File: src/rtl/stopwatch_seq.sv
// Stopwatch run/pause/lap/clear sequencer.
// Divides clk into a periodic count tick that drives the LSD counter's up
// enable. It also drives the chain clear and the display lap-hold from two
// debounced button pulses, and watches the chain terminal count for
// overflow. Every output is a flop, so no input reaches an output
// combinationally.
module stopwatch_seq #(
  parameter int unsigned TICK_DIV   = 270000,
  parameter bit          SAT_ON_OVF = 1'b1
) (
  input  logic       clk,
  input  logic       rst,
  input  logic       btn_ss,
  input  logic       btn_lr,
  input  logic       chain_tc,
  output logic       cnt_up,
  output logic       cnt_clr,
  output logic       lap_hold,
  output logic       running,
  output logic       ovf,
  output logic [1:0] state
);

  localparam int unsigned PW = (TICK_DIV > 1) ? $clog2(TICK_DIV) : 1;
  localparam logic [PW-1:0] PRESC_MAX = PW'(TICK_DIV - 1);
  localparam logic [PW-1:0] PRESC_ONE = PW'(1);
  localparam logic [PW-1:0] PRESC_ZERO = PW'(0);

  localparam logic [1:0] IDLE  = 2'b00;
  localparam logic [1:0] RUN   = 2'b01;
  localparam logic [1:0] PAUSE = 2'b10;
  localparam logic [1:0] LAP   = 2'b11;

  logic [PW-1:0] presc_r;
  logic [PW-1:0] presc_nxt_s;
  logic [1:0]    state_nxt_s;
  logic          counting_s;
  logic          tick_s;
  logic          ovf_hit_s;
  logic          sat_stop_s;
  logic          clr_exit_s;
  logic          cnt_up_nxt_s;
  logic          ovf_nxt_s;

  // Tick and overflow detection from the current state and prescaler
  always_comb begin
    counting_s = (state == RUN) || (state == LAP);
    tick_s     = counting_s && (presc_r == PRESC_MAX);
    ovf_hit_s  = tick_s && chain_tc;
    sat_stop_s = SAT_ON_OVF && ovf_hit_s;
  end

  // FSM next state; a saturating overflow outranks both buttons, and
  // start/stop outranks lap/reset
  always_comb begin
    state_nxt_s = state;
    case (state)
      IDLE: begin
        if (btn_ss) begin
          state_nxt_s = RUN;
        end else begin
          state_nxt_s = IDLE;
        end
      end
      RUN: begin
        if (sat_stop_s || btn_ss) begin
          state_nxt_s = PAUSE;
        end else if (btn_lr) begin
          state_nxt_s = LAP;
        end else begin
          state_nxt_s = RUN;
        end
      end
      LAP: begin
        if (sat_stop_s || btn_ss) begin
          state_nxt_s = PAUSE;
        end else if (btn_lr) begin
          state_nxt_s = RUN;
        end else begin
          state_nxt_s = LAP;
        end
      end
      PAUSE: begin
        // after an overflow only lap/reset may leave PAUSE
        if (btn_ss && !ovf) begin
          state_nxt_s = RUN;
        end else if (btn_lr) begin
          state_nxt_s = IDLE;
        end else begin
          state_nxt_s = PAUSE;
        end
      end
      default: begin
        state_nxt_s = IDLE;
      end
    endcase
  end

  // Prescaler, tick pulse, overflow flag and clear-pulse next values
  always_comb begin
    presc_nxt_s  = presc_r;
    clr_exit_s   = (state == PAUSE) && (state_nxt_s == IDLE);
    cnt_up_nxt_s = tick_s && !sat_stop_s;
    ovf_nxt_s    = ovf;

    if (counting_s) begin
      // a tick always wraps, even when a stop lands on the same cycle
      if (tick_s) begin
        presc_nxt_s = PRESC_ZERO;
      end else begin
        presc_nxt_s = presc_r + PRESC_ONE;
      end
    end else if ((state == IDLE) || clr_exit_s) begin
      presc_nxt_s = PRESC_ZERO;
    end else begin
      presc_nxt_s = presc_r;
    end

    if (clr_exit_s) begin
      ovf_nxt_s = 1'b0;
    end else if (ovf_hit_s) begin
      ovf_nxt_s = 1'b1;
    end else begin
      ovf_nxt_s = ovf;
    end
  end

  // State, prescaler and all outputs registered; reset clears the chain
  always_ff @(posedge clk) begin
    if (rst) begin
      state    <= IDLE;
      presc_r  <= PRESC_ZERO;
      cnt_up   <= 1'b0;
      cnt_clr  <= 1'b1;
      lap_hold <= 1'b0;
      running  <= 1'b0;
      ovf      <= 1'b0;
    end else begin
      state    <= state_nxt_s;
      presc_r  <= presc_nxt_s;
      cnt_up   <= cnt_up_nxt_s;
      cnt_clr  <= clr_exit_s;
      lap_hold <= (state_nxt_s == LAP);
      running  <= (state_nxt_s == RUN) || (state_nxt_s == LAP);
      ovf      <= ovf_nxt_s;
    end
  end

endmodule

File: config.mk
export PLATFORM = sky130hd
export DESIGN_NAME = stopwatch_seq
export DESIGN_NICKNAME = d
export VERILOG_FILES = /design/src/rtl/stopwatch_seq.sv
export SDC_FILE = /design/constraint.sdc
export NUM_CORES = 1
export LEC_CHECK = 0
export BUFFER_PORTS_ARGS = -buffer_cell sky130_fd_sc_hd__buf_2
export CAP_MARGIN = 20
export CORE_MARGIN = 2
export CORE_UTILIZATION = 35
export CTS_CLUSTER_SIZE = 16
export DETAILED_ROUTE_END_ITERATION = 7
export PLACE_DENSITY = 0.54
export SLEW_MARGIN = 10
export SYNTH_ARGS = -nofsm -noshare
export SYNTH_HDL_FRONTEND = slang
export SYNTH_SLANG_ARGS = --single-unit
File: constraint.sdc
create_clock -name clk -period 1.7 [get_ports clk]
set_input_delay 0.34 -clock clk [delete_from_list [all_inputs] [get_ports clk]]
set_output_delay 0.34 -clock clk [all_outputs]
set_load 0.01 [all_outputs]
Yosys cells after proc, flatten, opt, wreduce, memory -nomap -nowiden
Index checks and enable logic that the tools add are counted.
W data, S select, Z words.
- add/subtract/negate cells: 1
- equal/unequal tests: 6
- mux-type cells: 11
- reduce and logical (&&, ||, !) cells: 15
- operator list (kind ; number):
    $mux W19 ; 3
    $add A19 B1 Y19 const B ; 1
    $eq A19 B19 Y1 const B ; 1
    $mux W2 ; 6
    $pmux W2 S4 ; 1
    $eq A2 B2 Y1 const B ; 3
    $logic_and A1 B1 Y1 ; 5
    $eq A2 B1 Y1 const B ; 2
    $logic_not A2 Y1 ; 2
    $logic_or A1 B1 Y1 ; 4
    $logic_not A1 Y1 ; 2
    $reduce_bool A2 Y1 ; 1
    $reduce_or A2 Y1 ; 1
    $mux W1 ; 1
- flip-flop bits (word level): 26
- input bits: 5
- output and inout port bits: 7
- word-level logic and storage cells: 40

Logic depth before layout (Yosys ltp)
Gate-level depths: netlist (run 1).
- word-level depth: 12
- mapped depth: 7

Worst setup path after synthesis (run 1)
Ideal clock, no wire load.
- path type: register -> register
- start: register presc_r[15]
- end: register presc_r[11]
- library setup time: 0.120 ns
- data arrival time: 1.743 ns
- required time: 1.580 ns
- setup slack: -0.163 ns
- cell stages (with the launch flop): 6
- buffers on the path: 0
- period minus slack after synthesis: 1.863 ns
- path through: dfxtp_1 > or4b_4 > nor4_4 > a21oi_2 > and3_1 > a211o_1
- longest elaborated chain between the ends: 10
- RTL lines (element ; line ; text):
    start, declared ; 34 ; logic [PW-1:0] presc_r;
    start signal, assigned ; 140 ; presc_r <= presc_nxt_s;
    $eq A19 B19 Y1 * ; 48 ; tick_s = counting_s && (presc_r == PRESC_MAX);
    $logic_and A1 B1 Y1 * ; 48 ;
    $logic_and A1 B1 Y1 ; 49 ; ovf_hit_s = tick_s && chain_tc;
    $logic_or A1 B1 Y1 ; 66, 75 ;
    $mux W2 (on tied branches) ; 75, 66 ;
    $pmux W2 S4 ; 57 ; case (state)
    $logic_not A2 Y1 ; 102 ; clr_exit_s = (state == PAUSE) && (state_nxt_s == IDLE);
    $logic_and A1 B1 Y1 ; 102 ;
    $logic_or A1 B1 Y1 ; 113 ; end else if ((state == IDLE) || clr_exit_s) begin
    $reduce_bool A2 Y1 (no source line) ; n/a ;
Every way passes the cells marked *; elsewhere a longest branch is shown, timed or not.
A chain may end at the register's enable or synchronous reset.

Final worst setup path (run 1)
- start: register presc_r[15]
- end: register presc_r[9]
Same word-level chain as after synthesis.

==> flow_summary.html, run 1 <==
<table>
<tr><th>Metric</th><th>Value</th></tr>
<tr><th colspan="2">Drt</th></tr>
<tr><td>Residual DRC count</td><td>0</td></tr>
<tr><td>DRT Wirelength</td><td>3480 µm</td></tr>
<tr><td>Routed Antenna Nets</td><td>0</td></tr>
<tr><td>Via/cell ratio</td><td>5.39</td></tr>
<tr><td>Router iterations before antenna repair</td><td>4</td></tr>
<tr><td>Detailed-route via count</td><td>1,337</td></tr>
<tr><td>Iteration-0 DRC Markers</td><td>73</td></tr>
<tr><td>WL/cell</td><td>14.0 µm</td></tr>
<tr><th colspan="2">Clocking</th></tr>
<tr><td>Clock H-tree levels</td><td>1</td></tr>
<tr><td>Sinks on Clock Net</td><td>25</td></tr>
<tr><td>Total clock buffers created by CTS</td><td>3</td></tr>
<tr><td>Worst skew pair latency</td><td>0.27 ns</td></tr>
<tr><td>TritonCTS clock tree</td><td>built</td></tr>
<tr><td>Clock root buffer</td><td>clkbuf_8</td></tr>
<tr><td>Hold_buf cts</td><td>0</td></tr>
<tr><td>Maximum clock path buffer count</td><td>2</td></tr>
<tr><td>Clock-pin slew of the registers on the worst-case setup and hold paths</td><td>0.09 ns</td></tr>
<tr><th colspan="2">Die</th></tr>
<tr><td>Floorplan die height</td><td>64.8 µm</td></tr>
<tr><td>DIE AREA</td><td>0.00420 mm²</td></tr>
<tr><td>Io pins</td><td>12</td></tr>
<tr><td>Number of core rows</td><td>22</td></tr>
<tr><td>Initial standard-cell utilization of the core</td><td>0.358</td></tr>
<tr><td>X dimension of the die</td><td>64.8 µm</td></tr>
<tr><td>Total core area</td><td>0.00361 mm²</td></tr>
<tr><th colspan="2">Global route</th></tr>
<tr><td>Number of global-route vias before repair</td><td>1,317</td></tr>
<tr><td>Largest net degree at the start of global routing</td><td>16</td></tr>
<tr><td>Gr ovfl total</td><td>0</td></tr>
<tr><td>Global-route wire length before repair</td><td>5890 µm</td></tr>
<tr><td>GRT Util Overall</td><td>0.180</td></tr>
<tr><td>Number of antenna violations at the first check in global routing</td><td>0</td></tr>
<tr><th colspan="2">Min path</th></tr>
<tr><td>Worst hold path depth</td><td>2</td></tr>
<tr><td>Path type of the worst min-delay path</td><td>in2reg</td></tr>
<tr><td>HP Start</td><td>chain_tc</td></tr>
<tr><td>Worst min-delay path endpoint</td><td>cnt_up$_SDFF_PP0_</td></tr>
<tr><th colspan="2">Layout</th></tr>
<tr><td>Diodes inserted</td><td>0</td></tr>
<tr><td>Proportion of layout cells with a drive suffix above 1</td><td>0.320</td></tr>
<tr><td>Most common cell after layout, fill and taps aside</td><td>buf_4</td></tr>
<tr><td>Number of filler cells placed in the layout</td><td>358</td></tr>
<tr><td>Layout overhead on the synthesized area</td><td>33.6%</td></tr>
<tr><td>Most frequent cells in the layout</td><td>buf_4 (29), dfxtp_1 (22), nand2_1 (21), nand3_1 (15), nor2_1 (12)</td></tr>
<tr><td>Design Area, Final</td><td>0.00173 mm²</td></tr>
<tr><td>Nets</td><td>207</td></tr>
<tr><th colspan="2">Yosys</th></tr>
<tr><td>Synth Area per Inst</td><td>7.98 µm²</td></tr>
<tr><td>Number of enable flip-flop cells after synthesis</td><td>0</td></tr>
<tr><td>Yosys Warn Count</td><td>0</td></tr>
<tr><td>Number of distinct library cells after synthesis</td><td>41</td></tr>
<tr><td>Post-synthesis register bit count</td><td>25</td></tr>
<tr><td>Cell count after synthesis</td><td>162</td></tr>
<tr><td>Synth Net Count</td><td>168</td></tr>
<tr><td>Post-synthesis sequential area ratio</td><td>0.387</td></tr>
<tr><td>Top flip-flop cell by instance count after synthesis</td><td>dfxtp_1</td></tr>
<tr><td>Synthesized cell area</td><td>0.00129 mm²</td></tr>
<tr><td>Share of flip-flops with an asynchronous set or reset after synthesis</td><td>0</td></tr>
<tr><th colspan="2">Worst setup path</th></tr>
<tr><td>Startpoint class of the critical path</td><td>flop</td></tr>
<tr><td>Delay of the slowest cell on the worst path</td><td>0.56 ns</td></tr>
<tr><td>Req. time, crit path</td><td>1.87 ns</td></tr>
<tr><td>Worst Reg2Reg Path Length in Cells</td><td>5</td></tr>
<tr><td>Ordered list of cells on the worst path</td><td>or4b_4 -&gt; nor4_4 -&gt; a21oi_4 -&gt; and3_1 -&gt; a211o_1</td></tr>
<tr><td>Worst setup EP type</td><td>flop</td></tr>
<tr><td>Arr. time, crit path</td><td>1.97 ns</td></tr>
<tr><td>Crit Path Category</td><td>reg2reg</td></tr>
<tr><td>Cell with the largest stage delay on the worst path</td><td>or4b_4</td></tr>
<tr><td>Reg-to-reg critical path endpoint</td><td>presc_r[9]$_SDFFE_PP0P_</td></tr>
<tr><td>R2r setup slk</td><td>-0.10 ns</td></tr>
<tr><td>Crit Path Max Fanout</td><td>7</td></tr>
<tr><td>Startpoint of the lowest-slack register-to-register path</td><td>presc_r[15]$_SDFFE_PP0P_</td></tr>
<tr><th colspan="2">Placed design</th></tr>
<tr><td>HPWL after DPL</td><td>2480 µm</td></tr>
<tr><td>Placer Congestion</td><td>0.783</td></tr>
<tr><td>Port Buffer Count</td><td>11</td></tr>
<tr><td>Cell area after placement</td><td>0.00157 mm²</td></tr>
<tr><th colspan="2">Timing</th></tr>
<tr><td>Final Setup Violations</td><td>15</td></tr>
<tr><td>Final count of pins violating max slew</td><td>0</td></tr>
<tr><td>Final hold violations</td><td>0</td></tr>
<tr><td>Maximum clock skew at final layout</td><td>0.00492 ns</td></tr>
<tr><td>Worst Hold Slack</td><td>0.273 ns</td></tr>
<tr><td>Slew at the pin with the worst max-slew slack</td><td>0.463 ns</td></tr>
<tr><td>Final worst path period need</td><td>1.80 ns</td></tr>
<tr><td>Worst Slack Setup Final</td><td>-0.103 ns</td></tr>
<tr><td>Final worst-path cycle share</td><td>1.06</td></tr>
<tr><td>Worst relative slew slack</td><td>0.689</td></tr>
<tr><td>RSZ-0062 raised after global routing</td><td>yes</td></tr>
<tr><td>Highest Clock Rate</td><td>0.555 GHz</td></tr>
<tr><th colspan="2">Run status</th></tr>
<tr><td>Violated checks</td><td>setup timing</td></tr>
<tr><td>Status</td><td>finished, violations left</td></tr>
<tr><th colspan="2">Power</th></tr>
<tr><td>Peak supply drop</td><td>363 µV</td></tr>
<tr><td>Power per standard cell area</td><td>619 mW/mm²</td></tr>
<tr><td>Static Leakage</td><td>0.722 nW</td></tr>
<tr><td>Post-route total power</td><td>1.07 mW</td></tr>
<tr><th colspan="2">Run</th></tr>
<tr><td>Count of maximum capacitance violations</td><td>0</td></tr>
</table>
## per-layer routing
| metal | part of all wire | wire, µm | up-vias | GRT usage |
|---|---|---|---|---|
| met5 | 0 | 0 | - | 0 |
| met4 | 0.014 | 48 | 0 | 0.0665 |
| met3 | 0.036 | 124 | 5 | 0.0260 |
| met2 | 0.48 | 1670 | 29 | 0.307 |
| met1 | 0.47 | 1630 | 629 | 0.229 |
| li1 | - | - | 674 | - |
## worst max-delay path: cells and delay by family (launching register included)
kind / cells / cell delay, ns
and+or+nand+nor: 3 / 0.97
AOI/OAI and AO/OA: 2 / 0.39
DFF: 1 / 0.33
## cell usage after synthesis (all sizes together) (3+ instances only)
| library cell | instances | area share |
|---|---|---|
| dfxtp | 25 | 0.39 |
| nand2 | 22 | 0.064 |
| nand3 | 16 | 0.062 |
| nor2 | 14 | 0.041 |
| a21oi | 13 | 0.053 |
| and3 | 7 | 0.034 |
| nor3 | 7 | 0.031 |
| nor2b | 5 | 0.024 |
| buf | 4 | 0.017 |
| nand4 | 4 | 0.019 |
| o21ai | 4 | 0.015 |
| a211o | 3 | 0.020 |
| clkbuf | 3 | 0.0087 |
| nand3b | 3 | 0.017 |
| nor4 | 3 | 0.026 |
## report_power, final
part	total [mW]	internal, mW	switching, mW
clock network	0.362	0.168	0.194
registers	0.597	0.592	0.00489
logic	0.109	0.0476	0.0612
## worst max path at each step
stage,to,slack (ns),startpoint,cells past startpoint
2_1_floorplan,presc_r[11]$_SDFFE_PP0P_,-0.07,presc_r[6]$_SDFFE_PP0P_,6
3_3_place_gp,presc_r[9]$_SDFFE_PP0P_,-0.06,presc_r[16]$_SDFFE_PP0P_,5
3_5_place_dp,presc_r[8]$_SDFFE_PP0P_,-0.11,presc_r[16]$_SDFFE_PP0P_,5
4_1_cts,presc_r[8]$_SDFFE_PP0P_,-0.11,presc_r[15]$_SDFFE_PP0P_,5
5_1_grt,presc_r[8]$_SDFFE_PP0P_,-0.17,presc_r[15]$_SDFFE_PP0P_,5
6_report,presc_r[9]$_SDFFE_PP0P_,-0.10,presc_r[15]$_SDFFE_PP0P_,5
## kinds of logic (layout without fill, tap and decap cells)
family	after synthesis	in the layout	synth area share
buffers and inverters	9	47	0.0319
DFF	25	25	0.387
muxes	1	1	0.00774
and+or+nand+nor	90	90	0.376
AOI/OAI and AO/OA	35	35	0.181
adders and majority gates	1	1	0.00968
xor gates and xnor gates	1	1	0.00678
## sequential cells by signal, indices dropped and copies added, names as in the netlist
signal    flops
presc_r      19
state         1
lap_hold      1
running       1
cnt_up        1
cnt_clr       1
ovf           1
## area by class of cell
cell class,count,area [µm²],share of cell area
inverters,2,7.51,0.00435
multi-input cells,128,826,0.478
well taps,48,60.1,0.0348
flip-flops and latches,25,504,0.292
repair buffers,41,284,0.164
clock buffers,4,45.0,0.0261
## per-stage QoR
stage | utilization | instances | setup TNS (ns) | setup WS, ns
5_1_grt | 0.479 | 248 | -2.28 | -0.175
3_5_place_dp | 0.435 | 239 | -0.763 | -0.112
6_report | 0.479 | 248 | -0.809 | -0.103
4_1_cts | 0.462 | 246 | -1.15 | -0.113
3_3_place_gp | 0.435 | 239 | -0.223 | -0.0550
2_1_floorplan | - | 162 | -0.395 | -0.0690
## repair_timing
item,CTS,global route
setup endpoints to repair,18,21
hold endpoints to repair,0,0
setup buffers,4,2
cloned,0,0
pin swaps,3,1
gates resized for setup,10,11
Note: power is estimated with default switching activity, not from simulation.
==> run 2, diff against run 1 <==
clock period = 1.6 ns   (was 1.7 ns; I/O delays follow)
==> flow_summary.html, run 2 (synthesis gave the netlist of run 1 again) <==
<table>
<tr><th>Metric</th><th>Value</th></tr>
<tr><th colspan="2">Worst setup path</th></tr>
<tr><td>Startpoint of the lowest-slack register-to-register path</td><td>presc_r[9]$_SDFFE_PP0P_</td></tr>
<tr><td>Startpoint class of the critical path</td><td>flop</td></tr>
<tr><td>Req. time, crit path</td><td>1.78 ns (-0.09 ns)</td></tr>
<tr><td>Worst setup EP type</td><td>flop</td></tr>
<tr><td>Crit Path Category</td><td>reg2reg</td></tr>
<tr><td>Crit Path Max Fanout</td><td>5 (-2)</td></tr>
<tr><td>Arr. time, crit path</td><td>1.98 ns (about the same)</td></tr>
<tr><td>Worst setup path start</td><td>presc_r[9]$_SDFFE_PP0P_</td></tr>
<tr><th colspan="2">Layout</th></tr>
<tr><td>Most common cell after layout, fill and taps aside</td><td>buf_4</td></tr>
<tr><td>Max FFs per register</td><td>19 (unchanged)</td></tr>
<tr><td>Nets</td><td>219 (+5.8%)</td></tr>
<tr><td>Number of filler cells placed in the layout</td><td>342 (-4.5%)</td></tr>
<tr><td>Diodes inserted</td><td>0 (unchanged)</td></tr>
<tr><td>Layout overhead on the synthesized area</td><td>47.0%</td></tr>
<tr><td>Largest Register</td><td>presc_r</td></tr>
<tr><td>Most frequent cells in the layout</td><td>buf_4 (35), dfxtp_1 (22), nand2_1 (20), nand3_1 (13), nor2_1 (12)</td></tr>
<tr><td>Proportion of layout cells with a drive suffix above 1</td><td>0.406 (+0.0857)</td></tr>
<tr><th colspan="2">Global route</th></tr>
<tr><td>Largest net degree at the start of global routing</td><td>16 (unchanged)</td></tr>
<tr><td>GRT Util Overall</td><td>0.176 (-0.00429)</td></tr>
<tr><td>Global-route wire length before repair</td><td>5860 µm (-0.46%)</td></tr>
<tr><td>Number of global-route vias before repair</td><td>1,320 (+0.23%)</td></tr>
<tr><td>Gr ovfl total</td><td>0 (unchanged)</td></tr>
<tr><td>Number of antenna violations at the first check in global routing</td><td>0 (unchanged)</td></tr>
<tr><td>GRT met3 Usage</td><td>0.0174 (-0.00868)</td></tr>
<tr><td>GR met1 Demand/Resource</td><td>0.228 (-0.000983)</td></tr>
<tr><td>Busiest metal layer after global routing</td><td>met2</td></tr>
<tr><td>Global-route track usage on met2</td><td>0.298 (-0.00902)</td></tr>
<tr><th colspan="2">Clocking</th></tr>
<tr><td>Hold_buf cts</td><td>0 (unchanged)</td></tr>
<tr><td>Clock root buffer</td><td>clkbuf_8</td></tr>
<tr><td>TritonCTS clock tree</td><td>built</td></tr>
<tr><td>Worst skew pair latency</td><td>0.27 ns (about the same)</td></tr>
<tr><td>Sinks on Clock Net</td><td>25 (unchanged)</td></tr>
<tr><td>Clock-pin slew of the registers on the worst-case setup and hold paths</td><td>0.09 ns (about the same)</td></tr>
<tr><td>Maximum clock path buffer count</td><td>2 (unchanged)</td></tr>
<tr><td>Total clock buffers created by CTS</td><td>3 (unchanged)</td></tr>
<tr><td>Clock H-tree levels</td><td>1 (unchanged)</td></tr>
<tr><th colspan="2">Die</th></tr>
<tr><td>X dimension of the die</td><td>64.8 µm (unchanged)</td></tr>
<tr><td>DIE AREA</td><td>0.00420 mm² (unchanged)</td></tr>
<tr><td>Number of core rows</td><td>22 (unchanged)</td></tr>
<tr><td>Total core area</td><td>0.00361 mm² (unchanged)</td></tr>
<tr><td>Initial standard-cell utilization of the core</td><td>0.358 (unchanged)</td></tr>
<tr><td>Floorplan die height</td><td>64.8 µm (unchanged)</td></tr>
<tr><td>Io pins</td><td>12 (unchanged)</td></tr>
<tr><th colspan="2">Min path</th></tr>
<tr><td>Path type of the worst min-delay path</td><td>in2reg</td></tr>
<tr><td>HP Start</td><td>chain_tc</td></tr>
<tr><th colspan="2">Timing</th></tr>
<tr><td>Final worst path period need</td><td>1.80 ns (+0.000725 ns)</td></tr>
<tr><td>Final count of pins violating max slew</td><td>0 (unchanged)</td></tr>
<tr><td>Final hold violations</td><td>0 (unchanged)</td></tr>
<tr><td>Worst relative slew slack</td><td>0.737 (+0.0485)</td></tr>
<tr><td>Setup_tns</td><td>-2.81 ns (-2.00 ns)</td></tr>
<tr><td>RSZ-0062 raised after global routing</td><td>yes</td></tr>
<tr><td>Maximum clock skew at final layout</td><td>0.00338 ns (-0.00154 ns)</td></tr>
<tr><td>Worst Slack Setup Final</td><td>-0.204 ns (-0.101 ns)</td></tr>
<tr><td>Final Setup Violations</td><td>21 (+6)</td></tr>
<tr><td>Worst Hold Slack</td><td>0.253 ns (-0.0197 ns)</td></tr>
<tr><td>Slew at the pin with the worst max-slew slack</td><td>0.391 ns (-0.0721 ns)</td></tr>
<tr><td>Final worst-path cycle share</td><td>1.13 (+0.0667)</td></tr>
<tr><td>Highest Clock Rate</td><td>0.554 GHz (about the same)</td></tr>
<tr><th colspan="2">Drt</th></tr>
<tr><td>Router iterations before antenna repair</td><td>4 (unchanged)</td></tr>
<tr><td>Residual DRC count</td><td>0 (unchanged)</td></tr>
<tr><td>Detailed-route via count</td><td>1,381 (+3.3%)</td></tr>
<tr><td>Via/cell ratio</td><td>5.31 (-1.5%)</td></tr>
<tr><td>Iteration-0 DRC Markers</td><td>57 (-22%)</td></tr>
<tr><td>WL/cell</td><td>13.7 µm (-2.6%)</td></tr>
<tr><td>Routed Antenna Nets</td><td>0 (unchanged)</td></tr>
<tr><td>DRT Wirelength</td><td>3550 µm (+2.1%)</td></tr>
<tr><th colspan="2">Power</th></tr>
<tr><td>Power per standard cell area</td><td>612 mW/mm² (-1.0%)</td></tr>
<tr><td>Static Leakage</td><td>0.800 nW (+11%)</td></tr>
<tr><td>Peak supply drop</td><td>443 µV (+22%)</td></tr>
<tr><th colspan="2">Run</th></tr>
<tr><td>Count of maximum capacitance violations</td><td>0 (unchanged)</td></tr>
<tr><th colspan="2">Run status</th></tr>
<tr><td>Violated checks</td><td>setup timing</td></tr>
<tr><td>Status</td><td>finished, violations left</td></tr>
<tr><th colspan="2">Placed design</th></tr>
<tr><td>HPWL after DPL</td><td>2510 µm (+1.4%)</td></tr>
<tr><td>Placer Congestion</td><td>0.815 (+4.1%)</td></tr>
<tr><td>Port Buffer Count</td><td>11 (unchanged)</td></tr>
</table>
-- run 2: path summary, 6_finish.rpt --
| path | cells past startpoint | slack, ns | endpoint |
|---|---|---|---|
| worst max register to register | 6 | -0.20 | presc_r[4]$_SDFFE_PP0P_ |
| worst max-delay path | 6 | -0.20 | presc_r[4]$_SDFFE_PP0P_ |
| worst min register to register | 1 | 0.50 | presc_r[17]$_SDFFE_PP0P_ |
| worst min-delay path | 2 | 0.25 | cnt_up$_SDFF_PP0_ |
-- run 2: cell type report --
class / instances / area [µm²] / share of cell area
inverters: 2 / 7.51 / 0.00395
clock buffers: 4 / 45.0 / 0.0237
well taps: 48 / 60.1 / 0.0316
multi-input cells: 128 / 878 / 0.462
flip-flops and latches: 25 / 504 / 0.265
repair buffers: 53 / 405 / 0.213
-- run 2: routing by layer --
metal | vias up | wire length (µm)
met5 | - | 0
li1 | 698 | -
met3 | 4 | 72
met1 | 666 | 1700
met2 | 13 | 1730
met4 | 0 | 44
-- run 2: critical path: stages (launching register included) --
cell     delay (ns)
dfxtp_2        0.34
or4bb_4        0.54
nor3_4         0.26
nand4_1        0.16
buf_6          0.17
a32oi_1        0.19
nor2_1         0.05
-- run 2: metrics by stage --
step | setup WS (ns) | power, mW | instance area, µm² | util | cells
floorplan | -0.169 | 0.711 | 1310 | - | 162
global placement | -0.154 | 0.765 | 1660 | 0.459 | 249
CTS | -0.198 | 1.17 | 1790 | 0.496 | 257
detailed placement | -0.193 | 0.767 | 1660 | 0.459 | 249
global route | -0.274 | 1.21 | 1900 | 0.527 | 260
finish | -0.204 | 1.16 | 1900 | 0.527 | 260
-- run 2: where the power goes --
part | internal (mW) | switching (mW) | total [mW]
clock | 0.179 | 0.213 | 0.392
sequential | 0.629 | 0.00446 | 0.634
combinational | 0.0638 | 0.0746 | 0.138
-- run 2: what timing repair did --
| action | in CTS | in global routing |
|---|---|---|
| resized for setup | 16 | 22 |
| setup endpoints to repair | 19 | 23 |
| pin swaps | 4 | 12 |
| setup buffers | 4 | 3 |
